**config.mk**
```make
export PLATFORM = sky130hd
export DESIGN_NAME = branch_sequencer
export DESIGN_NICKNAME = d
export VERILOG_FILES = /design/src/rtl/branch_sequencer_pkg.sv /design/src/rtl/branch_regfile.sv /design/src/rtl/branch_sequencer.sv
export SDC_FILE = /design/constraint.sdc
export NUM_CORES = 1
export LEC_CHECK = 0
export CAP_MARGIN = 20
export CORE_AREA = 2 2 104 106
export CTS_BUF_LIST = sky130_fd_sc_hd__clkbuf_2 sky130_fd_sc_hd__clkbuf_4 sky130_fd_sc_hd__clkbuf_8
export DETAILED_ROUTE_END_ITERATION = 8
export DIE_AREA = 0 0 106 108
export REMOVE_ABC_BUFFERS = 1
export SYNTH_ARGS = -nofsm -noshare
export SYNTH_HDL_FRONTEND = slang
export SYNTH_SLANG_ARGS = --single-unit
```
**constraint.sdc**
```tcl
create_clock -name clk -period 7.8 [get_ports clk]
set_clock_uncertainty 0.2 [all_clocks]
set_input_delay 0.78 -clock clk [delete_from_list [all_inputs] [get_ports clk]]
set_output_delay 0.78 -clock clk [all_outputs]
set_load 0.02 [all_outputs]
```
**src/rtl/branch_sequencer_pkg.sv**
```systemverilog
// Shared definitions for the branch sequencer and its ALU.
// - Opcode constants (shared with the 4-bit ALU)
// - Sequencer state encoding
// - Instruction field bit positions
// - Helper to classify register-writing ALU opcodes
package branch_sequencer_pkg;

    localparam int unsigned InstrW = 12;

    // Opcodes
    localparam logic [2:0] OP_ADD  = 3'b000;
    localparam logic [2:0] OP_SUB  = 3'b001;
    localparam logic [2:0] OP_AND  = 3'b010;
    localparam logic [2:0] OP_OR   = 3'b011;
    localparam logic [2:0] OP_SLT  = 3'b100;
    localparam logic [2:0] OP_BEQ  = 3'b101;
    localparam logic [2:0] OP_BNE  = 3'b110;
    localparam logic [2:0] OP_HALT = 3'b111;

    // Instruction fields: [11:9] op, [8:7] ra, [6:5] rb, [4:0] off5
    localparam int unsigned OpHi  = 11;
    localparam int unsigned OpLo  = 9;
    localparam int unsigned RaHi  = 8;
    localparam int unsigned RaLo  = 7;
    localparam int unsigned RbHi  = 6;
    localparam int unsigned RbLo  = 5;
    localparam int unsigned OffHi = 4;
    localparam int unsigned OffLo = 0;

    typedef enum logic [2:0] {
        StIdle   = 3'd0,
        StFetch  = 3'd1,
        StDecode = 3'd2,
        StExec   = 3'd3,
        StWb     = 3'd4,
        StHalt   = 3'd5
    } seq_state_e;

    // ADD/SUB/AND/OR/SLT write reg[ra]; branches and HALT do not.
    function automatic logic is_alu_op(input logic [2:0] op);
        return (op <= OP_SLT);
    endfunction

endpackage

```
**src/rtl/branch_regfile.sv**
```systemverilog
// 4 x 4-bit register file for the branch sequencer.
// Ports:
//   clk, rst_n          clock, asynchronous active-low clear of all registers
//   raddr_a_i/rdata_a_o combinational read port A
//   raddr_b_i/rdata_b_o combinational read port B
//   we_i/waddr_i/wdata_i single synchronous write port
module branch_regfile (
    input  logic       clk,
    input  logic       rst_n,
    input  logic [1:0] raddr_a_i,
    output logic [3:0] rdata_a_o,
    input  logic [1:0] raddr_b_i,
    output logic [3:0] rdata_b_o,
    input  logic       we_i,
    input  logic [1:0] waddr_i,
    input  logic [3:0] wdata_i
);

    logic [3:0] regs_q [4];

    always_ff @(posedge clk or negedge rst_n) begin
        if (!rst_n) begin
            for (int i = 0; i < 4; i++) begin
                regs_q[i] <= '0;
            end
        end else if (we_i) begin
            regs_q[waddr_i] <= wdata_i;
        end
    end

    assign rdata_a_o = regs_q[raddr_a_i];
    assign rdata_b_o = regs_q[raddr_b_i];

endmodule

```
**src/rtl/branch_sequencer.sv**
```systemverilog
// Multicycle control stage ahead of a 4-bit branch-capable ALU.
// Sequence per instruction: FETCH (req/ack) -> DECODE -> EXEC -> WB.
// Ports:
//   clk, rst_n             clock, asynchronous active-low reset
//   run_en                 allows leaving IDLE / continuing after WB
//   imem_req/addr/rdata/ack instruction fetch handshake (addr == pc)
//   alu_a/alu_b/alu_op     registered ALU operands and opcode
//   alu_result/alu_zero    combinational ALU response
//   pre_we/addr/wdata      register preload, honoured in IDLE only
//   pc, instr_done, retire_cnt, halted  status
module branch_sequencer
    import branch_sequencer_pkg::*;
#(
    parameter int unsigned PC_W  = 8,
    parameter int unsigned CNT_W = 8
) (
    input  logic              clk,
    input  logic              rst_n,
    input  logic              run_en,
    output logic              imem_req,
    output logic [PC_W-1:0]   imem_addr,
    input  logic [11:0]       imem_rdata,
    input  logic              imem_ack,
    output logic [3:0]        alu_a,
    output logic [3:0]        alu_b,
    output logic [2:0]        alu_op,
    input  logic [3:0]        alu_result,
    input  logic              alu_zero,
    input  logic              pre_we,
    input  logic [1:0]        pre_addr,
    input  logic [3:0]        pre_wdata,
    output logic [PC_W-1:0]   pc,
    output logic              instr_done,
    output logic [CNT_W-1:0]  retire_cnt,
    output logic              halted
);

    seq_state_e       state_q;
    logic [11:0]      instr_q;
    logic [3:0]       res_q;
    logic             zero_q;
    logic [PC_W-1:0]  pc_q;
    logic [3:0]       alu_a_q, alu_b_q;
    logic [2:0]       alu_op_q;
    logic             imem_req_q;
    logic             instr_done_q;
    logic [CNT_W-1:0] retire_cnt_q;
    logic             halted_q;

    logic [2:0]       op;
    logic [1:0]       ra, rb;
    logic [4:0]       off5;
    logic [PC_W-1:0]  off_ext;
    logic [3:0]       rf_rdata_a, rf_rdata_b;
    logic             rf_we;
    logic [1:0]       rf_waddr;
    logic [3:0]       rf_wdata;

    assign op      = instr_q[OpHi:OpLo];
    assign ra      = instr_q[RaHi:RaLo];
    assign rb      = instr_q[RbHi:RbLo];
    assign off5    = instr_q[OffHi:OffLo];
    assign off_ext = {{(PC_W-5){off5[4]}}, off5};

    // Preload (IDLE) and writeback (WB) share the single write port.
    always_comb begin
        rf_we    = 1'b0;
        rf_waddr = pre_addr;
        rf_wdata = pre_wdata;
        if (state_q == StIdle) begin
            rf_we = pre_we;
        end else if (state_q == StWb && is_alu_op(op)) begin
            rf_we    = 1'b1;
            rf_waddr = ra;
            rf_wdata = res_q;
        end
    end

    branch_regfile u_regfile (
        .clk       (clk),
        .rst_n     (rst_n),
        .raddr_a_i (ra),
        .rdata_a_o (rf_rdata_a),
        .raddr_b_i (rb),
        .rdata_b_o (rf_rdata_b),
        .we_i      (rf_we),
        .waddr_i   (rf_waddr),
        .wdata_i   (rf_wdata)
    );

    always_ff @(posedge clk or negedge rst_n) begin
        if (!rst_n) begin
            state_q      <= StIdle;
            instr_q      <= '0;
            res_q        <= '0;
            zero_q       <= 1'b0;
            pc_q         <= '0;
            alu_a_q      <= '0;
            alu_b_q      <= '0;
            alu_op_q     <= '0;
            imem_req_q   <= 1'b0;
            instr_done_q <= 1'b0;
            retire_cnt_q <= '0;
            halted_q     <= 1'b0;
        end else begin
            instr_done_q <= 1'b0;
            unique case (state_q)
                StIdle: begin
                    if (run_en) begin
                        state_q    <= StFetch;
                        imem_req_q <= 1'b1;
                    end
                end
                StFetch: begin
                    if (imem_ack) begin
                        imem_req_q <= 1'b0;
                        instr_q    <= imem_rdata;
                        if (imem_rdata[OpHi:OpLo] == OP_HALT) begin
                            state_q  <= StHalt;
                            halted_q <= 1'b1;
                        end else begin
                            state_q <= StDecode;
                        end
                    end
                end
                StDecode: begin
                    alu_a_q  <= rf_rdata_a;
                    alu_b_q  <= rf_rdata_b;
                    alu_op_q <= op;
                    state_q  <= StExec;
                end
                StExec: begin
                    res_q        <= alu_result;
                    zero_q       <= alu_zero;
                    instr_done_q <= 1'b1;  // high for the whole WB cycle
                    state_q      <= StWb;
                end
                StWb: begin
                    // ALU flag decides both BEQ and BNE; the ALU inverts the compare for BNE.
                    if ((op == OP_BEQ || op == OP_BNE) && zero_q) begin
                        pc_q <= pc_q + off_ext;
                    end else begin
                        pc_q <= pc_q + PC_W'(1);
                    end
                    retire_cnt_q <= retire_cnt_q + CNT_W'(1);
                    if (run_en) begin
                        state_q    <= StFetch;
                        imem_req_q <= 1'b1;
                    end else begin
                        state_q <= StIdle;
                    end
                end
                StHalt: begin
                    state_q <= StHalt;
                end
                default: begin
                    state_q <= StIdle;
                end
            endcase
        end
    end

    assign imem_req   = imem_req_q;
    assign imem_addr  = pc_q;
    assign alu_a      = alu_a_q;
    assign alu_b      = alu_b_q;
    assign alu_op     = alu_op_q;
    assign pc         = pc_q;
    assign instr_done = instr_done_q;
    assign retire_cnt = retire_cnt_q;
    assign halted     = halted_q;

endmodule

```
==> results.cfg, run 1 <==
[place]
routabilityCongestion = 0.757
dp_hpwl_um = 4850
number_of_port_buffers = 65

[global_route]
grt_pass1_vias = 2048
global_route_wire_length_before_repair_um = 10800
grt_overflow = 0
grt_start_max_net_pins = 67
initial_antenna_violation_count = 0
globalRouteTotalUtil_pct = 12.4

[logic_synthesis]
ys_seq_elements = 66
yosysWarningCount = 0
postSynthAreaPerCell_um2 = 12.4
synth_cells = 260
synth.yosys.seq_area_share_pct = 51.4
mappedNetlistArea_um2 = 3210
synth_cell_types = 42

[flow_run]
cap_viol_max_count = 0

[pwr]
worst_ir_drop_vdd_mv = 0.129
fin_total_pwr_w = 0.00166
power_density_nw_per_um2 = 401
p_leak_nw = 1.70

[min_path]
holdCritPathClass = register to register

[die]
pin_count = 66
fp.dieW_um = 106
die_area_um2 = 11400
initial_core_util_pct = 31.4
row_count = 37
chip_height_um = 108
coreArea_um2 = 10200

[cts]
cts_root_buffer = sky130_fd_sc_hd__clkbuf_8
clk_latency_ns = 0.33
number_of_clock_sinks = 66
cts_buffers = 9
ctsHtreeMaxLevel = 3
cts.hold.buffers_added = 0
cts.repair_timing.setup_buffer_count = 0
cts-resized-gates = 0
max-clock-path-buffers = 2
tritoncts = done
clk_transition_reported_paths_ns = 0.07

[sta]
grt_setup_unrepaired = false
period_needed_ns = 2.75
fin_setup_tns_ns = 0
timing.final.hold_violations = 0
achievable-frequency_mhz = 363
timing_max_transition_violations_final = 0
timing.final.setup_violations = 0
slew-limit-headroom_pct = 42.3
worst_slew_pin_slew_ns = 0.866
post-route-period-util_pct = 35.3

[critical_path]
startpoint_kind_of_the_worst_setup_timing_path = register
setup.worst_path.class = register to register
crit_fanout = 5
critical_path_arrival_ns = 2.77
critical_path.endpoint_type = register
critical_path_required_ns = 7.82
rrSetupSlack_ns = 5.05

[layout]
flow.area_growth_from_synthesis_pct = 28.9
final_layout_size_suffix_gt1_share_pct = 22.5
num_antenna_cells = 0
nNetsFinal = 354

[detailed_routing]
avgViaCountPerCell = 4.72
dr.first_iter.drc_count = 67
firstDrtPassIters = 4
route.detailed.wl_per_inst_um = 14.7
vias_after_detailed_routing = 2172
number_of_nets_still_failing_antenna_checks_after_routing = 0
remaining_drc_errors = 0
totalWireLength_um = 6750

[status]
result_of_the_run = finished, final reports clean
-- logic make-up (layout without fill, tap and decap cells) --
family,Yosys count,in the layout,share of synthesized area (%)
adders and majority gates,6,6,2.57
muxes,53,53,21.3
buffers and inverters,25,89,4.21
DFF,66,66,51.4
and+or+nand+nor,74,74,11.9
AOI/OAI and AO/OA,22,22,4.79
xor gates and xnor gates,14,14,3.82
-- placed cells by master (no fill, tap or decap), types with 3 or more instances in the layout --
master and instances:
sky130_fd_sc_hd__dfrtp_1 66, sky130_fd_sc_hd__clkdlybuf4s50_1 64, sky130_fd_sc_hd__mux2_2 39, sky130_fd_sc_hd__nand2_1 33, sky130_fd_sc_hd__clkbuf_8 12, sky130_fd_sc_hd__xnor2_1 9, sky130_fd_sc_hd__mux4_2 8, sky130_fd_sc_hd__nor2_1 8
sky130_fd_sc_hd__inv_1 7, sky130_fd_sc_hd__o21ai_0 6, sky130_fd_sc_hd__xor2_1 5, sky130_fd_sc_hd__ha_1 5, sky130_fd_sc_hd__nand2b_1 4, sky130_fd_sc_hd__a21oi_1 4, sky130_fd_sc_hd__nand4_1 4, sky130_fd_sc_hd__nand3_1 4
sky130_fd_sc_hd__mux2_1 4, sky130_fd_sc_hd__and2_1 3, sky130_fd_sc_hd__a211oi_1 3
-- report_power, final --
group          switching [W]  internal, W  leakage (nW)
registers           0.000160     0.000498         0.780
clock network       0.000126     0.000175         0.109
logic               0.000305     0.000397         0.816
-- path summary, 6_finish.rpt --
kind	start	end	cells past startpoint
setup / recovery	instr_q[10]$_DFFE_PN0P_	imem_addr[4]$_DFFE_PN0P_	11
hold / removal	halted$_DFFE_PN0P_	halted$_DFFE_PN0P_	1
setup reg to reg	instr_q[10]$_DFFE_PN0P_	imem_addr[4]$_DFFE_PN0P_	11
hold reg to reg	halted$_DFFE_PN0P_	halted$_DFFE_PN0P_	1
max in group asynchronous	rst_n	retire_cnt[1]$_DFFE_PN0P_	2
min in group asynchronous	rst_n	retire_cnt[5]$_DFFE_PN0P_	2
-- state kept, by name (all words and copies together) (netlist names) --
name,cells
alu_a,4
alu_b,4
alu_op,3
halted,1
imem_addr,8
imem_req,1
instr_done,1
instr_q,12
res_q,4
retire_cnt,8
state_q,3
u_regfile.regs_q,16
zero_q,1
-- metrics by stage --
step                cell area [um^2]  hold slack [ns]  utilization [%]  setup slack [ns]  std cells
floorplan                       3100            0.272                -              5.29        242
global placement                3930            0.256             38.4              4.99        445
detailed placement              3930            0.260             38.4              4.99        445
CTS                             4140            0.275             40.5              5.03        460
global route                    4140            0.285             40.5              4.89        460
finish                          4140            0.272             40.5              5.05        460
-- worst max-delay path, stage by stage (launching register included) --
cell and delay [ns]:
sky130_fd_sc_hd__dfrtp_1 0.41, sky130_fd_sc_hd__xor2_1 0.19, sky130_fd_sc_hd__and3_2 0.26, sky130_fd_sc_hd__nand2b_1 0.08
sky130_fd_sc_hd__ha_1 0.21, sky130_fd_sc_hd__inv_1 0.07, sky130_fd_sc_hd__fa_1 0.39, sky130_fd_sc_hd__nand2b_1 0.16
sky130_fd_sc_hd__a21oi_1 0.26, sky130_fd_sc_hd__xnor2_1 0.16, sky130_fd_sc_hd__nand2_1 0.08, sky130_fd_sc_hd__xnor2_1 0.16
-- cells in the mapped netlist, drive strengths merged --
master / n / area [um^2]
a211oi: 3 / 22.5
a21o: 2 / 15.0
a21oi: 4 / 20.0
and2: 4 / 25.0
and3: 4 / 27.5
buf: 15 / 97.6
clkbuf: 3 / 11.3
dfrtp: 66 / 1650
fa: 1 / 20.0
ha: 5 / 62.6
inv: 7 / 26.3
mux2: 43 / 484
mux2i: 2 / 20.0
mux4: 8 / 180
nand2: 33 / 124
nand2b: 4 / 25.0
nand3: 4 / 20.0
nand3b: 1 / 7.51
nand4: 5 / 37.5
nor2: 8 / 30.0
nor2b: 2 / 12.5
nor3: 2 / 10.0
nor3b: 3 / 33.8
nor4b: 1 / 8.76
o21ai: 9 / 52.6
o311a: 1 / 10.0
o31ai: 1 / 7.51
o32a: 1 / 10.0
o32ai: 1 / 16.3
or2: 1 / 6.26
or3: 1 / 6.26
or4: 1 / 7.51
xnor2: 9 / 78.8
xor2: 5 / 43.8
-- cell type report --
class                   count  area, um^2
clock buffers              13         173
clock inverters             2        35.0
fillers                   994        6090
inverters                   7        26.3
multi-input cells         169        1430
flip-flops and latches     66        1650
well taps                 136         170
repair buffers             67         661
-- routing by layer --
layer | track usage, % | vias up | share of wire (%)
li1 | - | 1030 | -
met1 | 16.5 | 1077 | 46
met2 | 19.6 | 56 | 48
met3 | 2.83 | 9 | 4.3
met4 | 5.36 | 0 | 1.9
met5 | 0 | - | 0
Note: power is estimated with default switching activity, not from simulation.
==> run 2, diff against run 1 <==
- clock period: 7.8 -> 2.7 ns (I/O delays scaled with it)
==> run 2 against run 1 <==
  * Design area rose by 0.60%
  * Clock-buffer cell count is 2 lower
  * Worst setup slack worse by 4.9 ns
==> results.cfg, run 2 (same netlist as run 1, synthesis figures left out) <==
[die]
initial_core_util_pct = 31.4
fp.dieW_um = 106
coreArea_um2 = 10200
row_count = 37
die_area_um2 = 11400
chip_height_um = 108
pin_count = 66

[cts]
cts_buffers = 9
ctsHtreeMaxLevel = 3
clk_transition_reported_paths_ns = 0.07
cts_root_buffer = sky130_fd_sc_hd__clkbuf_8
tritoncts = done
max-clock-path-buffers = 2
number_of_clock_sinks = 66
clk_latency_ns = 0.34

[global_route]
grt_start_max_net_pins = 67
grt_overflow = 0
grt_pass1_vias = 2277
initial_antenna_violation_count = 0
globalRouteTotalUtil_pct = 13.2
global_route_wire_length_before_repair_um = 11500

[layout]
flow.area_growth_from_synthesis_pct = 29.7
largest_register = u_regfile.regs_q
commonest_cells_after_routing_fill_and_taps_aside = sky130_fd_sc_hd__dfrtp_1, sky130_fd_sc_hd__clkdlybuf4s50_1, sky130_fd_sc_hd__mux2_2
sequential_cell_area_um2 = 1650
largest_reg_flops = 16
final_layout_size_suffix_gt1_share_pct = 24.5
num_antenna_cells = 0
top_regs = u_regfile.regs_q: 16 flops, instr_q: 12 flops
nNetsFinal = 361
multi_input_logic_area_um2 = 1430
fillCellCount = 982
layout.cells.most_common = sky130_fd_sc_hd__dfrtp_1

[sta]
fin_setup_tns_ns = 0
achievable-frequency_mhz = 390
timing.final.hold_violations = 0
worst_slew_pin_slew_ns = 0.484
post-route-period-util_pct = 94.9
slew-limit-headroom_pct = 67.7
timing.final.setup_violations = 0
period_needed_ns = 2.56
hold_ws_ns = 0.264
timing_max_transition_violations_final = 0

[critical_path]
setup.worst_path.class = register to register
critPathSlowestCell = sky130_fd_sc_hd__fa_1
rrSetupSlack_ns = 0.14
critical_path.endpoint_type = register
critical_path_arrival_ns = 2.58
crit_chain = xor2_1 -> and3_2 -> nand2b_1 -> ha_2 -> inv_1 -> fa_1 -> nand2b_1 -> a21oi_2 -> xnor2_1 -> nand2_1 -> xnor2_1
timing.critical_path.slowest_cell_delay_ns = 0.40
path_delay_family = adder cells
crit_fanout = 5
cp.buffers_inverters = 1
critical_path_required_ns = 2.72
startpoint_kind_of_the_worst_setup_timing_path = register

[pwr]
worst_ir_drop_vdd_mv = 0.301
p_leak_nw = 1.72
power_density_nw_per_um2 = 1130
fin_total_pwr_w = 0.00469

[detailed_routing]
avgViaCountPerCell = 4.59
dr.first_iter.drc_count = 97
route.detailed.wl_per_inst_um = 14.6
firstDrtPassIters = 4
totalWireLength_um = 6810
remaining_drc_errors = 0
number_of_nets_still_failing_antenna_checks_after_routing = 0
vias_after_detailed_routing = 2142

[place]
dp_hpwl_um = 5020
routabilityCongestion = 0.789
number_of_port_buffers = 65

[flow_run]
cap_viol_max_count = 0

[min_path]
holdCritPathClass = register to register

[status]
result_of_the_run = finished, final reports clean
==> run 2: routing by layer <==
layer	vias up	routed length [um]	track usage (%)
met2	47	3330	21.2
li1	1042	-	-
met4	0	129	6.20
met3	9	252	2.95
met1	1044	3100	17.0
met5	-	0	0
==> run 2: report_power, final <==
| part | total [W] | switching, W | internal, W |
|---|---|---|---|
| logic | 0.00209 | 0.000902 | 0.00119 |
| registers | 0.00190 | 0.000457 | 0.00144 |
| clock network | 0.000705 | 0.000363 | 0.000342 |
| total | 0.00469 | 0.00172 | 0.00297 |
==> run 2: repair_timing <==
| action | CTS | global route |
|---|---|---|
| gates resized for setup | 0 | 2 |
| setup buffers | 0 | 2 |
| hold buffers | 1 | 0 |
| endpoints found under the hold margin | 66 | 0 |
| endpoints found under the setup margin | 0 | 3 |
==> run 2: path summary, 6_finish.rpt <==
path                                         startpoint                         to  cells after the start
worst max-delay path            instr_q[10]$_DFFE_PN0P_   imem_addr[4]$_DFFE_PN0P_                     11
worst min-delay path                 halted$_DFFE_PN0P_         halted$_DFFE_PN0P_                      1
worst max register to register  instr_q[10]$_DFFE_PN0P_   imem_addr[4]$_DFFE_PN0P_                     11
worst min register to register       halted$_DFFE_PN0P_         halted$_DFFE_PN0P_                      1
max in group asynchronous                         rst_n  retire_cnt[2]$_DFFE_PN0P_                      3
min in group asynchronous                         rst_n  retire_cnt[6]$_DFFE_PN0P_                      3
==> run 2: cell type report <==
type                       count  share of cell area, %
inverter                       7                  0.631
clock inverter                 4                  0.480
timing repair buffer          74                   17.5
sequential                    66                   39.6
clock buffer                  11                   3.33
multi-input combinational    169                   34.4
tap                          136                   4.08
==> run 2: worst reg2reg max path, stage by stage, from the launching register on <==
cell and delay (ns):
sky130_fd_sc_hd__dfrtp_1 0.38, sky130_fd_sc_hd__xor2_1 0.18, sky130_fd_sc_hd__and3_2 0.25, sky130_fd_sc_hd__nand2b_1 0.08
sky130_fd_sc_hd__ha_2 0.19, sky130_fd_sc_hd__inv_1 0.06, sky130_fd_sc_hd__fa_1 0.40, sky130_fd_sc_hd__nand2b_1 0.18
sky130_fd_sc_hd__a21oi_2 0.20, sky130_fd_sc_hd__xnor2_1 0.13, sky130_fd_sc_hd__nand2_1 0.08, sky130_fd_sc_hd__xnor2_1 0.12
==> run 2: metrics by stage <==
stage	setup slack [ns]	utilization [%]	std cells	cell area [um^2]
floorplan	0.189	-	242	3100
global placement	0.134	38.9	449	3980
detailed placement	0.0539	38.9	449	3980
CTS	0.0424	40.5	465	4150
global route	-0.00984	40.7	467	4170
finish	0.138	40.7	467	4170
==> run 3, diff against run 2 <==
- TNS_END_PERCENT: not set -> 10
==> results of run 3 <==
The final DEF is identical to that of run 2; final timing and power are the same.
==> edit: new RTL, settings of run 1 <==
Encoding of `seq_state_e`: now Gray code (3 bits for 6 states).
--- a/src/rtl/branch_sequencer_pkg.sv
+++ b/src/rtl/branch_sequencer_pkg.sv
@@ -28,12 +28,12 @@
     localparam int unsigned OffLo = 0;
 
     typedef enum logic [2:0] {
-        StIdle   = 3'd0,
-        StFetch  = 3'd1,
-        StDecode = 3'd2,
-        StExec   = 3'd3,
-        StWb     = 3'd4,
-        StHalt   = 3'd5
+        StIdle   = 3'b000,
+        StFetch  = 3'b001,
+        StDecode = 3'b011,
+        StExec   = 3'b010,
+        StWb     = 3'b110,
+        StHalt   = 3'b111
     } seq_state_e;
 
     // ADD/SUB/AND/OR/SLT write reg[ra]; branches and HALT do not.
Function: no difference found for any inputs over 10 cycles, from zero or initial values and one cycle with rst_n low; not proved beyond that.
==> edit against run 1 <==
- critical endpoint is now imem_addr[6]
- total power rose by 1.9%
- sequential share of layout area fell by 0.22 points
- synthesized area rose by 1.3%
- sequential cell count did not move
- routed wire length rose by 1.4%
- setup slack got worse by 20 ps
- non-clock buffer count fell by 1
- critical path depth fell by 1
- cell count fell by 2.4%
- cell area rose by 0.54%
==> edit: results (changes against run 1) <==
[finish]
antenna_cells = 0  ; unchanged
nets = 342  ; -3.4%
largestRegisters = u_regfile.regs_q x16, instr_q x12
drive_gt1_share_pct = 26.8  ; +4.3 points

[worst_setup_path]
crit_arrival_ps = 2790  ; +20 ps
reg2reg_from = instr_q[10]
worstPathMaxFanout = 4  ; -1
crit_start = instr_q[10]

[clock_tree]
clock-root-buffer = clkbuf_8
insertion_delay_ps = 330  ; about the same
numCtsBuffers = 9  ; unchanged
cts_max_level = 3  ; unchanged
clock_path_buffers = 2  ; unchanged
path_clk_slew_ps = 70  ; about the same
ctsResizeCount = 0  ; unchanged
post-cts-setup-buffers = 0  ; unchanged

[timing]
setup_tns_ps = 0  ; unchanged
slew_violations = 0  ; unchanged
relSlewSlack_pct = 29.9  ; -12 points

[placement]
port_buffers = 65  ; unchanged
placed_area_um2 = 3960  ; +0.54%
pre_cts_slack_ps = 4910  ; -85.5 ps
post-dp-hpwl_um = 4960  ; +2.3%
globalplace.congestion = 0.771  ; +1.8%

[drt]
routed_wl_um = 6840  ; +1.4%
drt_iter0_markers = 91  ; +36%
dr_wl_met3_um = 196  ; -32%
dr.pass1.iters = 6  ; +2
wl_met1_um = 3260  ; +5.0%
wl_met2_um = 3240  ; +0.53%
routed.top_layer = met4
num_vias = 2115  ; -2.6%

[synthesis]
async_flop_share_pct = 100  ; unchanged
synth_cell_type_count = 44  ; +4.8%
synth_common_cells = 66 x dfrtp_1, 43 x mux2_2, 18 x nand2_1
synth.area.top_cells = dfrtp_1 51%, mux2_2 15%, mux4_2 5.5%
synth-seq-area-share_pct = 50.8  ; -0.65 points
yosysWarnings = 0  ; unchanged
synth_edf_count = 0  ; unchanged
yosys.area.top_type = dfrtp_1

[grt]
grt_pass1_vias = 2272  ; +11%
grt_antenna_before_repair = 0  ; unchanged
grt_pass1_wl_um = 11300  ; +5.0%
grtUsageTotal_pct = 13.0  ; +0.53 points
grt_max_degree = 67  ; unchanged

[worst_hold_path]
hp-class = register to register
hp-start = retire_cnt[7]

[pwr]
peakVddDrop_v = 0.000157  ; +22%
leakage_nw = 1.76  ; +3.1%

[outcome]
status = completed

==> edit: cell count changes after synthesis, moves of 3 or more <==
cell      delta
mux2_1       -4
buf_4        +3
xnor2_1      +3
mux2_2       +4
mux2_4       +4
a211oi_1     -3
nand2b_1     -3
nand2_1     -15
a32o_2       +3
clkbuf_1     -3
==> edit: cell type report <==
| cell class | count | area [um^2] |
|---|---|---|
| repair buffers | 66 | 653 |
| multi-input cells | 156 | 1450 |
| fillers | 961 | 6070 |
| well taps | 136 | 170 |
| clock buffers | 14 | 174 |
| flip-flops and latches | 66 | 1650 |
| inverters | 9 | 33.8 |
| clock inverters | 2 | 35.0 |
==> edit: critical path: stages, from the launching register on <==
cell	delay, ps
dfrtp_1	410
xnor2_1	410
or3_1	180
ha_1	190
inv_1	60
fa_1	400
nand2b_1	170
o2bb2ai_1	190
nor4_1	220
a31oi_1	90
xnor2_1	140
==> edit: kinds of logic (layout without fill, tap and decap cells) <==
| kind of cell | count (synthesis) | in the layout | share of synthesized area (%) |
|---|---|---|---|
| compound gates | 25 | 25 | 5.69 |
| xor+xnor | 15 | 15 | 4.04 |
| fa+ha+maj | 6 | 6 | 2.54 |
| buf+inv | 26 | 91 | 4.77 |
| flops | 66 | 66 | 50.8 |
| mux | 55 | 55 | 22.3 |
| simple gates | 55 | 55 | 9.92 |
==> edit: path summary, 6_finish.rpt <==
kind / to / slack (ps) / cells past startpoint
worst min-delay path: retire_cnt[7] / 280 / 1
max in group asynchronous: u_regfile.regs_q[3] / 6390 / 2
min in group asynchronous: imem_addr[2] / 440 / 2
worst min register to register: retire_cnt[7] / 280 / 1
worst max-delay path: imem_addr[6] / 5030 / 10
worst max register to register: imem_addr[6] / 5030 / 10
==> edit: stage by stage <==
step,hold slack [ps],instances
2_1_floorplan,272,231
3_5_place_dp,265,433
4_1_cts,279,449
6_report,276,449
5_1_grt,309,449
3_3_place_gp,262,433
==> edit: power by group <==
part           switching [mW]  total (mW)  internal (mW)
Sequential              0.162       0.662          0.500
Combinational           0.317       0.731          0.414
Clock                   0.122       0.298          0.176
Total                   0.601        1.69           1.09
==> edit: per-layer routing <==
metal	up-vias	GRT usage, %
met5	-	0
met4	0	6.30
met3	13	2.29
met2	40	20.5
met1	1062	17.3
li1	1000	-
